## src/rtl/xvga_scan_engine.sv

```systemverilog
// XVGA (1024x768 @ 60 Hz) raster timing and pin driver.
// Produces the hcount/vcount raster for the renderers, then takes their merged
// pixel back PIX_LATENCY clocks later. Syncs and blank are delayed by the same
// amount so colour and sync reach the connector together.
module xvga_scan_engine #(
  parameter int unsigned H_ACTIVE    = 1024,
  parameter int unsigned H_FP        = 24,
  parameter int unsigned H_SYNC      = 136,
  parameter int unsigned H_BP        = 160,
  parameter int unsigned V_ACTIVE    = 768,
  parameter int unsigned V_FP        = 3,
  parameter int unsigned V_SYNC      = 6,
  parameter int unsigned V_BP        = 29,
  parameter int unsigned PIX_LATENCY = 2
) (
  input  logic        clk_in,
  input  logic        rst_n_in,
  output logic [10:0] hcount_out,
  output logic [9:0]  vcount_out,
  output logic        blank_out,
  output logic        frame_start_out,
  output logic [15:0] frame_count_out,
  input  logic [11:0] pixel_in,
  output logic [3:0]  vga_r_out,
  output logic [3:0]  vga_g_out,
  output logic [3:0]  vga_b_out,
  output logic        vga_hs_out,
  output logic        vga_vs_out
);

  localparam int unsigned H_TOTAL = H_ACTIVE + H_FP + H_SYNC + H_BP;
  localparam int unsigned V_TOTAL = V_ACTIVE + V_FP + V_SYNC + V_BP;

  // Bad geometry or latency must stop elaboration rather than silently wrap.
  if (PIX_LATENCY > 7) begin : g_bad_latency
    $error("xvga_scan_engine: PIX_LATENCY must be in 0..7");
  end
  if (H_TOTAL > 2048 || H_TOTAL == 0) begin : g_bad_htotal
    $error("xvga_scan_engine: H_TOTAL must fit in 11 bits");
  end
  if (V_TOTAL > 1024 || V_TOTAL == 0) begin : g_bad_vtotal
    $error("xvga_scan_engine: V_TOTAL must fit in 10 bits");
  end

  // Decode boundaries are one bit wider than the counters so an edge equal to
  // the full 11/10-bit range still compares correctly.
  localparam logic [10:0] HLast       = 11'(H_TOTAL - 1);
  localparam logic [9:0]  VLast       = 10'(V_TOTAL - 1);
  localparam logic [11:0] HActiveEnd  = 12'(H_ACTIVE);
  localparam logic [11:0] HSyncStart  = 12'(H_ACTIVE + H_FP);
  localparam logic [11:0] HSyncEnd    = 12'(H_ACTIVE + H_FP + H_SYNC);
  localparam logic [10:0] VActiveEnd  = 11'(V_ACTIVE);
  localparam logic [10:0] VSyncStart  = 11'(V_ACTIVE + V_FP);
  localparam logic [10:0] VSyncEnd    = 11'(V_ACTIVE + V_FP + V_SYNC);

  logic [10:0] hcount_q, hcount_d;
  logic [9:0]  vcount_q, vcount_d;
  logic        blank_q, blank_d;
  logic        hs_raw_q, hs_raw_d;
  logic        vs_raw_q, vs_raw_d;
  logic        frame_start_q, frame_start_d;
  logic [15:0] frame_count_q, frame_count_d;

  // Raster advance and raw timing decode from the next-state counters, so the
  // registered sync/blank line up with the registered coordinates.
  always_comb begin
    hcount_d = hcount_q + 11'd1;
    vcount_d = vcount_q;
    if (hcount_q == HLast) begin
      hcount_d = '0;
      vcount_d = (vcount_q == VLast) ? '0 : vcount_q + 10'd1;
    end

    frame_start_d = (hcount_d == '0) && (vcount_d == '0);
    frame_count_d = frame_count_q + {15'd0, frame_start_d};

    blank_d  = ({1'b0, hcount_d} >= HActiveEnd) || ({1'b0, vcount_d} >= VActiveEnd);
    hs_raw_d = !(({1'b0, hcount_d} >= HSyncStart) && ({1'b0, hcount_d} < HSyncEnd));
    vs_raw_d = !(({1'b0, vcount_d} >= VSyncStart) && ({1'b0, vcount_d} < VSyncEnd));
  end

  // Raster state; reset parks on the last pixel so the first edge lands on (0,0).
  always_ff @(posedge clk_in or negedge rst_n_in) begin
    if (!rst_n_in) begin
      hcount_q      <= HLast;
      vcount_q      <= VLast;
      blank_q       <= 1'b1;
      hs_raw_q      <= 1'b1;
      vs_raw_q      <= 1'b1;
      frame_start_q <= 1'b0;
      frame_count_q <= '0;
    end else begin
      hcount_q      <= hcount_d;
      vcount_q      <= vcount_d;
      blank_q       <= blank_d;
      hs_raw_q      <= hs_raw_d;
      vs_raw_q      <= vs_raw_d;
      frame_start_q <= frame_start_d;
      frame_count_q <= frame_count_d;
    end
  end

  // Delay line bundle order: {blank, hs, vs}. Idle value is all ones.
  logic [2:0] raw_bundle;
  logic [2:0] dly_bundle;

  assign raw_bundle = {blank_q, hs_raw_q, vs_raw_q};

  if (PIX_LATENCY == 0) begin : g_no_delay
    assign dly_bundle = raw_bundle;
  end else begin : g_delay
    logic [2:0] dly_q [PIX_LATENCY];
    logic [2:0] dly_d [PIX_LATENCY];

    // Shift the timing bundle one stage per clock.
    always_comb begin
      dly_d[0] = raw_bundle;
      for (int i = 1; i < int'(PIX_LATENCY); i++) begin
        dly_d[i] = dly_q[i-1];
      end
    end

    // Delay stages reset to blanked, syncs inactive.
    always_ff @(posedge clk_in or negedge rst_n_in) begin
      if (!rst_n_in) begin
        for (int i = 0; i < int'(PIX_LATENCY); i++) begin
          dly_q[i] <= 3'b111;
        end
      end else begin
        for (int i = 0; i < int'(PIX_LATENCY); i++) begin
          dly_q[i] <= dly_d[i];
        end
      end
    end

    assign dly_bundle = dly_q[PIX_LATENCY-1];
  end

  logic        dly_blank, dly_hs, dly_vs;
  logic [11:0] rgb_q, rgb_d;
  logic        hs_q, hs_d;
  logic        vs_q, vs_d;

  assign {dly_blank, dly_hs, dly_vs} = dly_bundle;

  // Output stage: pixel is forced black whenever the aligned blank is set.
  always_comb begin
    rgb_d = dly_blank ? 12'h000 : pixel_in;
    hs_d  = dly_hs;
    vs_d  = dly_vs;
  end

  // Pin registers.
  always_ff @(posedge clk_in or negedge rst_n_in) begin
    if (!rst_n_in) begin
      rgb_q <= '0;
      hs_q  <= 1'b1;
      vs_q  <= 1'b1;
    end else begin
      rgb_q <= rgb_d;
      hs_q  <= hs_d;
      vs_q  <= vs_d;
    end
  end

  assign hcount_out      = hcount_q;
  assign vcount_out      = vcount_q;
  assign blank_out       = blank_q;
  assign frame_start_out = frame_start_q;
  assign frame_count_out = frame_count_q;
  assign vga_r_out       = rgb_q[11:8];
  assign vga_g_out       = rgb_q[7:4];
  assign vga_b_out       = rgb_q[3:0];
  assign vga_hs_out      = hs_q;
  assign vga_vs_out      = vs_q;

endmodule

```

## config.mk

```make
export PLATFORM = sky130hd
export DESIGN_NAME = xvga_scan_engine
export DESIGN_NICKNAME = d
export VERILOG_FILES = /design/src/rtl/xvga_scan_engine.sv
export SDC_FILE = /design/constraint.sdc
export NUM_CORES = 1
export LEC_CHECK = 0
export ABC_AREA = 1
export CAP_MARGIN = 20
export CORE_AREA = 4 4 82 84
export CTS_CLUSTER_DIAMETER = 40
export DETAILED_ROUTE_END_ITERATION = 16
export DIE_AREA = 0 0 86 88
export PLACE_DENSITY = 0.77
export SYNTH_ARGS = -nofsm -noshare
export SYNTH_HDL_FRONTEND = slang
export SYNTH_SLANG_ARGS = --single-unit
```

## constraint.sdc

```tcl
create_clock -name clk_in -period 4.2 [get_ports clk_in]
set_clock_uncertainty 0.05 [all_clocks]
set_input_delay 0.84 -clock clk_in [delete_from_list [all_inputs] [get_ports clk_in]]
set_output_delay 0.84 -clock clk_in [all_outputs]
set_load 0.005 [all_outputs]
```

Yosys cells after proc, flatten, opt, wreduce, memory -nomap -nowiden
Cells that the tools add are included.
Cells by class
  magnitude comparators: 6
  $add $sub $neg: 3
  reduce and logical (&&, ||, !) cells: 8
  muxes and demuxes: 4
  eq/ne operators: 2
Operator list (number)
  11-bit >= comparator (second input constant): 2
  10-bit >= comparator (second input constant): 2
  10-bit 2-to-1 mux: 2
  16-bit by 1-bit adder with 16-bit output: 1
  12-bit 2-to-1 mux: 1
  11-bit by 1-bit adder with 11-bit output (second input constant): 1
  11-bit equality test (second input constant): 1
  11-bit logical NOT: 1
  11-bit less-than comparator (second input constant): 1
  11-bit 2-to-1 mux: 1
  10-bit by 1-bit adder with 10-bit output (second input constant): 1
  10-bit equality test (second input constant): 1
  10-bit logical NOT: 1
  10-bit less-than comparator (second input constant): 1
  1-bit logical AND: 3
  1-bit logical NOT: 2
  1-bit logical OR: 1
Word-level totals
  output and inout port bits: 53
  bits of input ports: 14
  logic and storage cells: 35
  bits in registers: 61

Logic depth before layout (Yosys ltp)
Gate-level depths: netlist (run 1).
  word-level depth: 6
  depth in mapped cells: 22

Worst setup path after synthesis (run 1)
OpenSTA, ideal clock, no wires.
  path kind: flip-flop to flip-flop
  start: reg hcount_q[0] (netlist: hcount_out[0])
  end: reg frame_count_q[14] (netlist: frame_count_out[14])
  library setup time: 79 ps
  arrival time: 2932 ps
  slack: 1139 ps
  period minus slack after synthesis: 3061 ps
  cell stages (with the launch flop): 22
  cells stage by stage: dfstp_2 ha_1 nand2_1 nor2_2 nand2_2 nor2_4 buf_8 nand3_4 nand2_2 nand3_2 nor2_1 nand2_1 nor2_1 ha_1 ha_1 nand3_1 nor2_1 nand2_1 nor2_1 nand2_1 nor4_1 xor2_1
On the way
  word-level cells in the longest chain between the ends: 5
Ends and longest elaborated chain
  from (decl): line 56  | logic [10:0] hcount_q, hcount_d;
  from (signal assigned): line 85  | hcount_q <= HLast;
  from (signal assigned): line 93  | hcount_q <= hcount_d;
  11-bit by 1-bit adder with 11-bit output or 11-bit equality test (tied branches): line 67, 69
  11-bit 2-to-1 mux or 10-bit 2-to-1 mux (tied branches): line 69  | if (hcount_q == HLast) begin
  11-bit logical NOT or 10-bit logical NOT (tied branches): line 74  | frame_start_d = (hcount_d == '0) && (vcount_d == '0);
  1-bit logical AND (*): line 74
  net frame_start_d: line 61  | logic frame_start_q, frame_start_d;
  16-bit by 1-bit adder with 16-bit output (*): line 75  | frame_count_d = frame_count_q + {15'd0, frame_start_d};
  net frame_count_d[14]: line 62  | logic [15:0] frame_count_q, frame_count_d;
  to (signal assigned): line 99  | frame_count_q <= frame_count_d;
  to (decl): line 62
Mark *: on every way through the listed nets, which the timed path passes. The rest lies on a longest branch.

Final worst setup path (run 1)
  start: reg hcount_q[0] (netlist: hcount_out[0])
  end: reg frame_count_q[14] (netlist: frame_count_out[14])
On the way
  word-level cells in the longest chain between the ends: 5
Ends and longest elaborated chain (line)
  11-bit by 1-bit adder with 11-bit output or 11-bit equality test (tied branches): 67, 69
  11-bit 2-to-1 mux (*): 69
  net hcount_d[3]: 56
  11-bit logical NOT (*): 74
  1-bit logical AND (*): 74
  net frame_start_d: 61
  16-bit by 1-bit adder with 16-bit output (*): 75
  net frame_count_d[14]: 62
Marks and branches as above.

==> results of run 1 <==
-- state kept, by name (all words and copies together) (netlist names) --
name,cells
blank_out,1
dly_bundle,3
frame_count_out,16
frame_start_out,1
g_delay.dly_d,3
hcount_out,11
hs_raw_q,1
rgb_q,12
vcount_out,10
vga_hs_out,1
vga_vs_out,1
vs_raw_q,1
-- metal layers --
layer  GRT usage (%)  routed length [um]  vias to the layer above  part of all wire, %
li1                -                   -                     1190                    -
met1            23.6                2840                     1166                   43
met2            32.0                3190                       94                   48
met3            5.83                 489                       13                  7.4
met4            6.33                 115                        0                  1.7
met5               0                   0                        -                    0
-- cell families after synthesis --
kind of cell | Yosys count | synth area share (%)
buffers and inverters | 57 | 7.67
xor gates and xnor gates | 16 | 4.77
AOI/OAI and AO/OA | 8 | 1.53
adders and majority gates | 6 | 2.56
and+or+nand+nor | 190 | 30.5
DFF | 61 | 53.0
-- how the worst min path moves through the flow --
stage | from | end | slack (ns) | cells past startpoint
5_1_grt | dly_bundle[1] | vga_hs_out | 0.31 | 0
6_report | hs_raw_q | g_delay.dly_d[1] | 0.30 | 0
2_1_floorplan | g_delay.dly_d[0] | dly_bundle[0] | 0.30 | 0
3_5_place_dp | vs_raw_q | g_delay.dly_d[0] | 0.30 | 0
3_3_place_gp | dly_bundle[0] | vga_vs_out | 0.30 | 0
4_1_cts | dly_bundle[1] | vga_hs_out | 0.30 | 0
-- per-stage QoR --
step	cells	hold slack [ns]
after global placement	478	0.296
after detailed placement	478	0.297
after CTS	494	0.304
after floorplan	338	0.295
final	494	0.303
after global routing	494	0.313
-- synthesized netlist by cell type --
cell / count / area, um^2
nor2_2: 7 / 43.8
buf_8: 1 / 15.0
o21ai_1: 1 / 5.00
o21ai_0: 4 / 20.0
dfrtp_1: 37 / 926
ha_1: 6 / 75.1
nand3b_1: 1 / 7.51
xnor2_1: 4 / 35.0
nand2_1: 80 / 300
nor2_4: 3 / 33.8
nand2_2: 9 / 56.3
nand3_2: 6 / 60.1
nor4_1: 1 / 6.26
nand4_1: 8 / 50.1
nor3_1: 3 / 15.0
dfstp_2: 24 / 631
nand3_1: 26 / 130
xor2_1: 12 / 105
nor3_2: 1 / 10.0
inv_1: 54 / 203
o21bai_1: 2 / 15.0
clkbuf_1: 1 / 3.75
nor2_1: 44 / 165
inv_2: 1 / 3.75
nand3_4: 1 / 17.5
a21oi_1: 1 / 5.00
-- area by class of cell --
| class | instances | area (um^2) |
|---|---|---|
| clock buffers | 11 | 151 |
| clock inverters | 5 | 106 |
| fillers | 492 | 1990 |
| inverters | 55 | 206 |
| multi-input cells | 220 | 1160 |
| flip-flops and latches | 61 | 1560 |
| well taps | 75 | 93.8 |
| repair buffers | 67 | 663 |
-- worst max-delay path: stages, from the launching register on --
cell and delay (ns):
dfstp_2 0.57, ha_1 0.24, nand2_1 0.08, nor2_2 0.09
nand2_2 0.08, nor2_4 0.30, nor2_1 0.13, nor2_1 0.12
nand2_1 0.06, nor2_1 0.09, nand2_1 0.06, nor2_1 0.16
ha_1 0.20, ha_1 0.18, nand3_1 0.11, nor2_1 0.14
nand2_1 0.06, nor2_1 0.14, nand2_1 0.13, nor4_1 0.28
xor2_1 0.17
-- power groups by stage --
| stage | clock network [mW] | logic (mW) | registers [mW] |
|---|---|---|---|
| 4_1_cts | 0.674 | 0.0415 | 0.596 |
| 2_1_floorplan | 0 | 0.00405 | 0.607 |
| 3_5_place_dp | 0 | 0.0412 | 0.606 |
| 5_1_grt | 0.699 | 0.0453 | 0.596 |
| 3_3_place_gp | 0 | 0.0404 | 0.606 |
| 6_report | 0.659 | 0.0402 | 0.596 |
==> flow_summary.json, run 1 <==
{
  "status": "finished, final reports clean",
  "period_minus_slack_ns": 3.54,
  "setup_viol": 0,
  "final_util_pct": 66.4,
  "p_total_mw": 1.30,
  "ys_types": 26,
  "rr_startpoint": "hcount_out[0]",
  "gp_congestion": 1.01,
  "via_per_inst": 4.99,
  "rsz0062_at_grt": "no",
  "cp-start-kind": "flip-flop",
  "grt_usage_pct": 19.1,
  "ys_seq_elements": 61,
  "max_cap_viol_count": 0,
  "dp_hpwl_um": 4930,
  "placed_cell_area_um2": 3680,
  "synth_fp_nets": 358,
  "wl_per_cell_um": 13.4,
  "worst_slew_pin_slew_ns": 0.686,
  "crit_end": "frame_count_out[14]",
  "final_common_cell": "nand2_1",
  "critical_path_arrival_ns": 3.75,
  "rows": 28,
  "path_max_fanout": 12,
  "yosysSeqAreaShare_pct": 53.0,
  "core_area_um2": 5920,
  "cts_resized": 0,
  "yosysWarnings": 0,
  "layout_common_cells": "80 x nand2_1, 65 x clkdlybuf4s50_1, 54 x inv_1",
  "dr.pass1.iters": 4,
  "r2r_setup_slack_ns": 0.66,
  "ff2ff_path_depth": 20,
  "antenna_found_initial": 0,
  "dp_slack_ns": 0.727,
  "io_pins": 67,
  "ant_nets": 0,
  "critPathKind": "reg2reg",
  "fin_ws_ns": 0.663,
  "vias": 2463,
  "sw_frac_of_total_pct": 19.4,
  "clockRootBuffer": "clkbuf_8",
  "p_sw_uw": 251,
  "grt_pass1_wl_um": 11300,
  "hold_path_class": "reg2reg",
  "fin_nets": 434,
  "diodes": 0,
  "grt_max_degree": 32,
  "die_x_um": 86,
  "grt_pass1_vias": 2510,
  "p_per_area_nw_per_um2": 329,
  "synth_area_um2": 2940,
  "clk_latency_ns": 0.34,
  "postCtsSetupBuffers": 0,
  "critPathCaptureType": "flip-flop",
  "max_freq_ghz": 0.283,
  "cts_buffers": 9,
  "drt-total-wl_um": 6630,
  "finalSetupTns_ns": 0,
  "relSlewSlack_pct": 54.3,
  "cp-startpoint": "hcount_out[0]",
  "drt-initial-drc-count": 78,
  "grt-ovfl-total": 0,
  "syn_area_per_cell_um2": 8.69,
  "area_growth_pct": 33.9,
  "power_frac_seq_pct": 46.0,
  "cts_sinks": 61,
  "hold_buffers": 0,
  "cts_tree": "done",
  "layout-drive-gt1-share_pct": 16.7,
  "remaining_drc_errors": 0,
  "initial_core_util_pct": 49.6,
  "path_clk_slew_ns": 0.07,
  "die_h_um": 88,
  "netlist_instances": 338,
  "worst_r2r_endpoint": "frame_count_out[14]",
  "fin_crit_sh_pct": 84.2,
  "dieArea_um2": 7570,
  "p_int_mw": 1.04,
  "cp.required_ns": 4.41,
  "peakVddDrop_uv": 229,
  "clkPwrFrac_pct": 50.9,
  "portBuffers": 66,
  "fin_area_um2": 3930,
  "clock_path_buffers": 2,
  "leakagePower_nw": 1.87,
  "hold_violations": 0,
  "p_comb_share_pct": 3.1,
  "slew_viol_final": 0,
  "htree_num_levels": 3
}
(Power assumes the default switching activity.)
==> run 2, diff against run 1 <==
- CORE_AREA: 4 4 82 84 -> 4 4 86 88
- DIE_AREA: 0 0 86 88 -> 0 0 90 92
- PLACE_DENSITY: 0.77 -> 0.74
- clock period: 4.2 -> 2.9 ns (I/O delays scaled with it)
==> flow_summary.json, run 2 (synthesis results as in run 1) <==
{
  "slew_viol_final": 0,
  "diodes": 0,
  "hold_violations": 0,
  "grt_pass1_vias": 2882,
  "critPathCaptureType": "flip-flop",
  "dp_hpwl_um": 5630,
  "worst_slew_pin_slew_ns": 0.410,
  "cp-start-kind": "flip-flop",
  "cts_tree": "done",
  "final_util_pct": 70.5,
  "via_per_inst": 4.85,
  "crit_slowest_cell": "dfstp_2",
  "cp_cell_sequence": "ha_4, nand2_2, nor2_2, nand2_2, nor2_4, buf_12, nand3_4, nand3_4, nand2_2, nor2_2, nand2_2, nor2_4, ha_4, ha_4, nand3_4, nor2_4, nand2_2, nor2_4, nand2_4, buf_4, nor2_4, xor2_1",
  "p_per_area_nw_per_um2": 369,
  "layout_common_cells": "72 x buf_4, 70 x nand2_1, 65 x clkdlybuf4s50_1",
  "io_pins": 67,
  "fin_crit_sh_pct": 110,
  "ant_nets": 0,
  "initial_core_util_pct": 44.2,
  "cp.required_ns": 3.11,
  "p_total_mw": 1.73,
  "wl_per_cell_um": 13.7,
  "portBuffers": 66,
  "relSlewSlack_pct": 72.7,
  "clk_latency_ns": 0.33,
  "rows": 30,
  "finalSetupTns_ns": -1.60,
  "cts_buffers": 9,
  "worst_r2r_endpoint": "frame_count_out[10]",
  "leakagePower_nw": 2.31,
  "largest_reg_flops": 16,
  "rsz0062_at_grt": "yes",
  "status": "finished, violations left",
  "holdWs_ns": 0.122,
  "clock_path_buffers": 2,
  "fin_nets": 509,
  "hold_buffers": 0,
  "drt-total-wl_um": 7860,
  "antenna_found_initial": 0,
  "setup_viol": 11,
  "remaining_drc_errors": 0,
  "die_x_um": 90,
  "htree_num_levels": 3,
  "max_stage_delay_ns": 0.56,
  "die_h_um": 92,
  "peakVddDrop_uv": 371,
  "vias": 2786,
  "area_growth_pct": 59.5,
  "critical_path_arrival_ns": 3.40,
  "hold_path_class": "in2async",
  "final_common_cell": "buf_4",
  "placedCellCount": 538,
  "core_area_um2": 6640,
  "gp_congestion": 0.922,
  "drt-initial-drc-count": 80,
  "fin_area_um2": 4680,
  "violations": "negative setup slack",
  "cts_sinks": 61,
  "grt-ovfl-total": 0,
  "path_clk_slew_ns": 0.07,
  "final_cells": 574,
  "max_freq_ghz": 0.313,
  "placed_cell_area_um2": 4160,
  "r2r_setup_slack_ns": -0.29,
  "layout-drive-gt1-share_pct": 34.6,
  "grt_max_degree": 23,
  "path_max_fanout": 6,
  "grt_pass1_wl_um": 13100,
  "dp_slack_ns": -0.234,
  "dieArea_um2": 8280,
  "period_minus_slack_ns": 3.19,
  "fin_ws_ns": -0.293,
  "max_cap_viol_count": 0,
  "clockRootBuffer": "clkbuf_8",
  "dr.pass1.iters": 4,
  "ff2ff_path_depth": 22,
  "grt_usage_pct": 19.7,
  "critPathKind": "reg2reg",
  "rr_startpoint": "hcount_out[1]"
}
-- run 2: changes by cell type in the layout (fill, tap and decap cells not counted), moves of 3 or more --
cell and delta:
ha_1 -3, nand2_4 +4, nor2_4 +5, nand2_1 -10, ha_4 +3, nand2_2 +6
nor2_1 -10, nand3_4 +3, buf_4 +71, nor2_2 +5
-- run 2: layer usage --
layer | global-route usage (%) | wire length, um | vias to the layer above
li1 | - | - | 1340
met1 | 22.5 | 3170 | 1332
met2 | 34.5 | 4060 | 95
met3 | 5.17 | 441 | 19
met4 | 8.80 | 189 | 0
met5 | 0 | 0 | -
-- run 2: layout make-up --
cell class	instances	area (um^2)
fillers	499	1960
flip-flops and latches	61	1560
multi-input cells	220	1350
repair buffers	142	1260
inverters	55	206
clock buffers	10	128
well taps	80	100
clock inverters	6	87.6
-- run 2: what timing repair did --
action                                 in CTS  in global routing
setup endpoints to repair                  10                 12
setup buffers                              14                  7
gates cloned                                1                  0
gates resized for setup                    15                 19
pin swaps                                   5                 20
endpoints found under the hold margin       0                  0
-- run 2: power breakdown --
group	internal [mW]	total (mW)	switching, mW	leakage [nW]
clock network	0.484	0.806	0.323	0.110
logic	0.0327	0.0587	0.0259	1.46
registers	0.861	0.863	0.00235	0.739
-- run 2: how the worst max path moves through the flow --
stage                  startpoint             endpoint  slack (ns)  cells after the start
floorplan           hcount_out[0]  frame_count_out[14]      -0.002                     21
global placement    hcount_out[0]  frame_count_out[14]       -0.14                     21
detailed placement  hcount_out[0]  frame_count_out[14]       -0.23                     21
CTS                 hcount_out[0]  frame_count_out[14]       -0.20                     21
global route        hcount_out[1]  frame_count_out[14]       -0.53                     21
finish              hcount_out[1]  frame_count_out[10]       -0.29                     22
-- run 2: worst max-delay path: cells and delay by family (launching register included) --
family / cells / cell delay [ns]
xor gates and xnor gates: 1 / 0.16
adders and majority gates: 3 / 0.45
buffers and inverters: 2 / 0.30
DFF: 1 / 0.56
and+or+nand+nor: 16 / 1.56
==> RTL edit (flow settings as in run 2) <==
`PIX_LATENCY`: 2 -> 4.
--- a/src/rtl/xvga_scan_engine.sv
+++ b/src/rtl/xvga_scan_engine.sv
@@ -11,7 +11,7 @@
   parameter int unsigned V_FP        = 3,
   parameter int unsigned V_SYNC      = 6,
   parameter int unsigned V_BP        = 29,
-  parameter int unsigned PIX_LATENCY = 2
+  parameter int unsigned PIX_LATENCY = 4
 ) (
   input  logic        clk_in,
   input  logic        rst_n_in,
Formal check against the unedited RTL: not equivalent (a bounded check fails within 10 cycles, from zero or initial values and one cycle with rst_n_in low).
==> RTL edit against run 2 <==
The flow still finishes with violations (negative setup slack). Sequential cell count is 6 higher. Global-route usage fell by 0.21 points. Routed wire length about the same. Synthesized cell count grew 1.8%. Final area grew 2.9%. Power increased by 4.6%. Area after synthesis increased by 5.4%. Setup slack gained 0.083 ns. Largest cell class unchanged.
==> RTL edit: results (changes against run 2) <==
Met2 routing resource usage after global routing: 32.3% (-2.2 points)
Met3 global-route usage: 4.76% (-0.41 points)
Cell area after placement: 4330 sq um (+4.1%)
Vias per std cell: 4.82 (-0.68%)
1st-iter DRT viols: 116 (+45%)
Xor/xnor share of the synthesized area: 4.53% (-0.24 points)
Top post-synthesis cells by area: sky130_fd_sc_hd__dfrtp_1, sky130_fd_sc_hd__dfstp_2, sky130_fd_sc_hd__nand2_1
Synth top cells by count: sky130_fd_sc_hd__nand2_1, sky130_fd_sc_hd__inv_1, sky130_fd_sc_hd__nor2_1
First-pass GRT wire length: 12800 um (-2.2%)
Post-Place Cells: 544 (+1.1%)
Number of library cell types mapped by synthesis: 26 (unchanged)
Pin count of the biggest net entering global routing: 35 (+52%)
Critical path fanouts, max: 5 (-1)
Final Setup Violations: 10 (-1)
Total number of vias: 2772 (-0.50%)
Leakage power figure: 2.34 nW (+1.5%)
Routed met2 length: 3930 um (-3.1%)
Slowest cell delay on critical path: 0.56 ns (about the same)
Worst voltage drop across the vdd grid: 0.284 mV (-23%)
Cell family with the largest share of critical-path delay: simple AND/OR/NAND/NOR gates
Synthesized-area fraction occupied by adder cells: 2.43% (-0.13 points)
Share of final-layout standard cells stronger than drive strength 1: 35.4% (+0.74 points)
Synth Flop Type: sky130_fd_sc_hd__dfrtp_1
Post-route worst hold slack: 0.240 ns (+0.118 ns)
Type of the worst min-delay path: input pin to asynchronous set/reset pin
Fraction of the yosys area taken by sequential cells: 55.4% (+2.4 points)
Final net count: 510 (+0.20%)
Arrival time of data at the critical path endpoint: 3.32 ns (-0.08 ns)
Fraction of the mapped netlist area in compound gates: 1.46% (-0.078 points)
Final routed wirelength across all metal layers: 7860 um (about the same)
Endpoint of the worst setup timing path: frame_count_out[14]$_DFF_PN0_
Gr usage total: 19.5% (-0.21 points)
Worst slew pin tran: 0.717 ns (+0.307 ns)
Met3 wire length: 452 um (+2.5%)
HPWL after detailed placement: 5620 um (-0.12%)
Routed metal-1 wire length: 3320 um (+4.6%)
Syn Nets: 364 (+1.7%)
Failing checks: negative setup slack
Result of the run: finished with violations
Final critical-path setup slack: -0.210 ns (+0.0829 ns)
Routing usage on met1: 23.9% (+1.3 points)
Worst-case setup slack after placement: -0.231 ns (+0.00344 ns)
Root Buffer: sky130_fd_sc_hd__clkbuf_8
Reg2reg path depth: 21 (-4.5%)
GP Congestion: 0.931 (+0.92%)
==> RTL edit: changes by cell type after synthesis, sizes merged <==
cell	delta
dfstp	+6
==> RTL edit: cell type report <==
class | count | area, sq um
Clock buffer | 10 | 138
Clock inverter | 6 | 63.8
Fill cell | 473 | 1830
Inverter | 55 | 206
Multi-Input combinational cell | 220 | 1370
Sequential cell | 67 | 1710
Tap cell | 80 | 100
Timing Repair Buffer | 137 | 1230
==> RTL edit: repair_timing <==
| action | in CTS | in global routing |
|---|---|---|
| pin swaps | 2 | 19 |
| cloned | 0 | 1 |
| setup buffers | 4 | 10 |
| resized for setup | 1 | 33 |
| setup endpoints to repair | 8 | 12 |
==> RTL edit: power by group <==
part | leakage [nW] | switching [W] | internal, W
combinational | 1.44 | 0.0000280 | 0.0000337
sequential | 0.802 | 0.00000231 | 0.000944
clock | 0.0987 | 0.000379 | 0.000420
